**src/rtl/td4_run_ctrl.sv**
```systemverilog
// Run/load controller for the TD4 core: owns the CPU clock-enable and soft reset,
// and streams bytes into the 16x8 program memory over a valid/ready handshake.
module td4_run_ctrl #(
    parameter int DIV_W = 20,
    parameter int DEPTH = 16,
    parameter int AW    = 4
) (
    input  logic          clk,
    input  logic          rst_n,
    input  logic          i_ena,
    input  logic [1:0]    i_mode,
    input  logic          i_step_btn,
    input  logic          i_ld_valid,
    input  logic [7:0]    i_ld_data,
    output logic          o_ld_ready,
    output logic          o_mem_we,
    output logic [AW-1:0] o_mem_addr,
    output logic [7:0]    o_mem_wdata,
    output logic          o_cpu_ce,
    output logic          o_cpu_rst_n,
    output logic [1:0]    o_state
);

    typedef enum logic [1:0] {
        ST_HALT = 2'd0,
        ST_STEP = 2'd1,
        ST_RUN  = 2'd2,
        ST_LOAD = 2'd3
    } state_t;

    localparam logic [AW-1:0] LAST_ADDR = AW'(DEPTH - 1);

    state_t             r_state;
    state_t             w_state_nxt;
    logic [DIV_W-1:0]   r_div;
    logic [DIV_W-1:0]   w_div_nxt;
    logic [AW-1:0]      r_addr;
    logic [AW-1:0]      w_addr_nxt;
    logic               r_step_q;
    logic               r_ld_ready;
    logic               r_mem_we;
    logic [AW-1:0]      r_mem_addr;
    logic [7:0]         r_mem_wdata;
    logic               r_cpu_ce;
    logic               r_cpu_rst_n;
    logic               w_hs;
    logic               w_ce_nxt;
    logic               w_ld_ready_nxt;
    logic               w_rst_n_nxt;

    // State register
    always_ff @(posedge clk or negedge rst_n) begin
        if (!rst_n) begin
            r_state <= ST_HALT;
        end else begin
            r_state <= w_state_nxt;
        end
    end

    // Next state and next values of all registered outputs; ena low freezes everything
    always_comb begin
        w_state_nxt    = r_state;
        w_hs           = 1'b0;
        w_ce_nxt       = 1'b0;
        w_div_nxt      = r_div;
        w_addr_nxt     = r_addr;
        w_ld_ready_nxt = 1'b0;
        w_rst_n_nxt    = r_cpu_rst_n;
        if (i_ena) begin
            w_state_nxt    = state_t'(i_mode);
            w_hs           = i_ld_valid & r_ld_ready;
            w_ld_ready_nxt = (w_state_nxt == ST_LOAD);
            // Held low through LOAD and for one cycle after it, so the CPU restarts at PC 0
            w_rst_n_nxt    = (w_state_nxt != ST_LOAD) && (r_state != ST_LOAD);
            case (r_state)
                ST_STEP: w_ce_nxt = i_step_btn & ~r_step_q;
                ST_RUN:  w_ce_nxt = &r_div;
                default: w_ce_nxt = 1'b0;
            endcase
            if ((r_state == ST_RUN) && (w_state_nxt == ST_RUN)) begin
                w_div_nxt = r_div + DIV_W'(1);
            end else begin
                w_div_nxt = '0;
            end
            if ((r_state != ST_LOAD) && (w_state_nxt == ST_LOAD)) begin
                w_addr_nxt = '0;
            end else if (w_hs) begin
                w_addr_nxt = (r_addr == LAST_ADDR) ? '0 : r_addr + AW'(1);
            end else begin
                w_addr_nxt = r_addr;
            end
        end else begin
            w_state_nxt = r_state;
        end
    end

    // Counters, edge register and registered outputs
    always_ff @(posedge clk or negedge rst_n) begin
        if (!rst_n) begin
            r_div       <= '0;
            r_addr      <= '0;
            r_step_q    <= 1'b0;
            r_ld_ready  <= 1'b0;
            r_mem_we    <= 1'b0;
            r_mem_addr  <= '0;
            r_mem_wdata <= 8'h00;
            r_cpu_ce    <= 1'b0;
            r_cpu_rst_n <= 1'b0;
        end else begin
            r_div       <= w_div_nxt;
            r_addr      <= w_addr_nxt;
            r_step_q    <= i_step_btn;
            r_ld_ready  <= w_ld_ready_nxt;
            r_mem_we    <= w_hs;
            r_cpu_ce    <= w_ce_nxt;
            r_cpu_rst_n <= w_rst_n_nxt;
            if (w_hs) begin
                r_mem_addr  <= r_addr;
                r_mem_wdata <= i_ld_data;
            end else begin
                r_mem_addr  <= r_mem_addr;
                r_mem_wdata <= r_mem_wdata;
            end
        end
    end

    assign o_ld_ready  = r_ld_ready;
    assign o_mem_we    = r_mem_we;
    assign o_mem_addr  = r_mem_addr;
    assign o_mem_wdata = r_mem_wdata;
    assign o_cpu_ce    = r_cpu_ce;
    assign o_cpu_rst_n = r_cpu_rst_n;
    assign o_state     = r_state;

endmodule

```
**config.mk**
```make
export PLATFORM = sky130hd
export DESIGN_NAME = td4_run_ctrl
export DESIGN_NICKNAME = d
export VERILOG_FILES = /design/src/rtl/td4_run_ctrl.sv
export SDC_FILE = /design/constraint.sdc
export NUM_CORES = 1
export LEC_CHECK = 0
export ABC_CLOCK_PERIOD_IN_PS = 2150
export BUFFER_PORTS_ARGS = -buffer_cell sky130_fd_sc_hd__buf_2
export CELL_PAD_IN_SITES_DETAIL_PLACEMENT = 1
export CELL_PAD_IN_SITES_GLOBAL_PLACEMENT = 1
export CORE_MARGIN = 2
export CORE_UTILIZATION = 35
export CTS_CLUSTER_DIAMETER = 30
export CTS_CLUSTER_SIZE = 40
export DETAILED_ROUTE_END_ITERATION = 10
export PLACE_DENSITY_LB_ADDON = 0.1
export SYNTH_ARGS = -nofsm -noshare
export SYNTH_HDL_FRONTEND = slang
export SYNTH_SLANG_ARGS = --single-unit
```
**constraint.sdc**
```tcl
create_clock -name clk -period 2.15 [get_ports clk]
set_input_delay 0 -clock clk [delete_from_list [all_inputs] [get_ports clk]]
set_output_delay 0 -clock clk [all_outputs]
set_load 0.05 [all_outputs]
```
==> results by group <==
Status
  – Status: finished, final reports clean

CTS
  – CTS tree: done
  – CTS root buffer: clkbuf_8
  – Clock-pin slew on the worst setup and hold paths: 0.08 ns
  – Buffer count from post-CTS setup fixing: 0
  – Worst skew pair latency: 0.29 ns
  – CTS Buf Count: 5
  – CTS max path bufs: 2
  – Cts repair resizes: 0
  – Max H-tree Level: 2
  – Clock sink count: 43

Die
  – Row count: 27
  – CORE AREA: 5540 um2
  – Chip width: 79.7 um
  – Ports: 33
  – Chip height: 79.7 um
  – Die area: 6360 um2
  – Starting density of the core: 36.2%

Worst hold path
  – Hold EP: r_div[12]$_DFFE_PN0P_
  – Hold Crit Depth: 2
  – Worst Hold Class: in2reg
  – Worst hold path startpoint: i_ena

Cells and area
  – Most common cell after layout, fill and taps aside: dfrtp_1
  – FF/Latch Area: 1080 um2
  – ANT cells: 0
  – Multi-input logic area: 876 um2
  – Final-stage net count: 255
  – Share of layout cells above drive strength 1: 25.4%
  – Filler Cells Inserted: 617
  – Area grow syn2layout: 24.7%
  – Most frequent cells in the layout: dfrtp_1, buf_2, nand2_1

Detailed routing
  – Initial drt markers: 45
  – Vias/cell: 5.14
  – Via count: 1583
  – Total Wirelength: 4.71 mm
  – Routed WL per cell: 15.3 um
  – Antenna Nets Post-Route: 0
  – TritonRoute pass-1 iters: 4
  – DRC: 0

Timing
  – RSZ-0062 raised after global routing: false
  – Fin crit share: 89.0%
  – TNS Setup: 0 ns
  – Fmax: 522 MHz
  – Final hold vios: 0
  – Max-Slew Margin vs Limit: 34.7%
  – Worst Tran Pin Value: 0.980 ns
  – Minimum clock period: 1.91 ns
  – Setup Viol. Count Final: 0
  – Max-slew violation count: 0
  – Skew final: 0.00799 ns

Worst setup path
  – Worst setup SP type: flop
  – Worst Reg2Reg Path Length in Cells: 5
  – CP peak stage delay: 0.49 ns
  – Reg-to-Reg End: r_div[18]$_DFFE_PN0P_
  – CP max stage cell: or4_4
  – CP Data Arrival Time: 2.13 ns
  – CP Max Fanout: 6
  – R2R Path Start: r_div[0]$_DFFE_PN0P_
  – Crit end category: flop
  – Worst Setup Path Type: reg2reg
  – Worst reg2reg setup slack: 0.24 ns
  – Critical path required time: 2.37 ns
  – Worst-path cell chain: ha_1 > nand4_2 > or4_4 > or3_1 > a21oi_1

Synthesis
  – Synth Register Bits: 43
  – Synth top area cells: dfrtp_1, mux2_2, xnor2_1
  – Sequential area share after synthesis: 53.6%
  – Post-Syn Area per Cell: 10.7 um2
  – Synth Net Count: 207
  – Post-synth top area cell: dfrtp_1
  – Top FF cell, synth: dfrtp_1
  – Ys async rst share: 100%
  – Syn Inst Count: 187
  – EDFF count, synth: 0
  – Warnings, synthesis: 0
  – Syn Std Cell Area: 2010 um2
  – Synth unique cells: 36
  – Yosys top cell area share: 53.6%

Placement
  – Final GP Congestion: 0.822
  – PortBufs: 32
  – DPL Wire Length: 3.29 mm

Flow run
  – Maxcap violations: 0

GRT
  – Largest net degree at the start of global routing: 44
  – Total grt overflow: 0
  – First-pass GRT wire length: 7.96 mm
  – All-Layer GR Usage: 15.9%
  – Initial antenna violation count: 0
  – Number of global-route vias before repair: 1680

Power
  – VDD IR max: 0.309 mV
  – Power Density: 816 nW/um2
  – Power Total: 0.00204 W
  – Pleak: 1.13 nW
logic make-up (layout without fill, tap and decap cells):
kind of cell	count (synthesis)	in the layout	synth area share, %
simple gates	69	69	19.7
flops	43	43	53.6
compound gates	32	32	8.60
mux	15	15	8.29
buf+inv	14	63	2.80
xor+xnor	9	9	3.93
fa+ha+maj	5	5	3.12
through the flow:
stage                     instance area [um2]  utilization [%]  worst slack, ns  hold slack, ns  std cells
final                                    2500             45.2            0.236          0.0568        308
after global routing                     2500             45.2           0.0974          0.0766        308
after CTS                                2500             45.2            0.220          0.0647        308
after detailed placement                 2250             40.6            0.240           0.128        288
after global placement                   2250             40.6            0.315           0.118        288
after floorplan                          2010                -            0.215          -0.296        187
repair_timing:
action	4_1_cts	5_1_grt
hold buffers	12	0
setup endpoints to repair	0	0
endpoints found under the hold margin	54	0
metal layers:
layer | GRT usage, % | part of all wire (%) | vias to the layer above
met3 | 3.62 | 3.0 | 8
li1 | - | - | 757
met5 | 0 | 0 | -
met4 | 4.75 | 1.4 | 0
met1 | 19.7 | 47 | 791
met2 | 27.8 | 49 | 27
sequential cells by signal, indices dropped and copies added, names as in the netlist:
register     cells
r_addr           4
o_cpu_rst_n      1
r_div           20
o_mem_wdata      8
o_ld_ready       1
o_state          2
o_cpu_ce         1
r_step_q         1
o_mem_we         1
o_mem_addr       4
cell usage after synthesis (all sizes together) (2+ instances only):
cell	count
a21oi	12
a31oi	2
and3	3
and3b	3
buf	3
clkbuf	2
dfrtp	43
ha	5
inv	8
mux2	13
mux2i	2
nand2	14
nand3	10
nand4	5
nand4b	2
nor2	11
nor3	7
nor4	2
o21ai	15
or3	5
or4	3
xnor2	8
how the worst max path moves through the flow:
| stage | start | to | slack (ns) |
|---|---|---|---|
| global route | r_div[0]$_DFFE_PN0P_ | r_div[18]$_DFFE_PN0P_ | 0.1 |
| floorplan | o_state[0]$_DFFE_PN0P_ | r_div[10]$_DFFE_PN0P_ | 0.22 |
| finish | r_div[0]$_DFFE_PN0P_ | r_div[18]$_DFFE_PN0P_ | 0.24 |
| global placement | r_div[0]$_DFFE_PN0P_ | r_div[18]$_DFFE_PN0P_ | 0.32 |
| CTS | r_div[0]$_DFFE_PN0P_ | r_div[18]$_DFFE_PN0P_ | 0.22 |
| detailed placement | r_div[0]$_DFFE_PN0P_ | r_div[18]$_DFFE_PN0P_ | 0.24 |
critical path, delay by kind of cell, from the launching register on:
family	cells	cell delay, ns
compound gates	1	0.15
simple gates	3	1.02
flops	1	0.43
fa+ha+maj	1	0.25
layout make-up:
type                    instances  share of cell area [%]
multi-input cells             130                    35.0
clock inverters                 2                    2.40
inverters                       9                    1.35
repair buffers                 46                    11.8
flip-flops and latches         43                    43.0
clock buffers                   6                    2.90
well taps                      72                    3.60
where the power goes:
group | leakage [nW] | switching (W) | internal [W]
clock | 0.0654 | 0.000276 | 0.000464
sequential | 0.574 | 0.0000358 | 0.000870
combinational | 0.486 | 0.000284 | 0.000113
total | 1.13 | 0.000596 | 0.00145
Power figures use the tool's default switching activity.
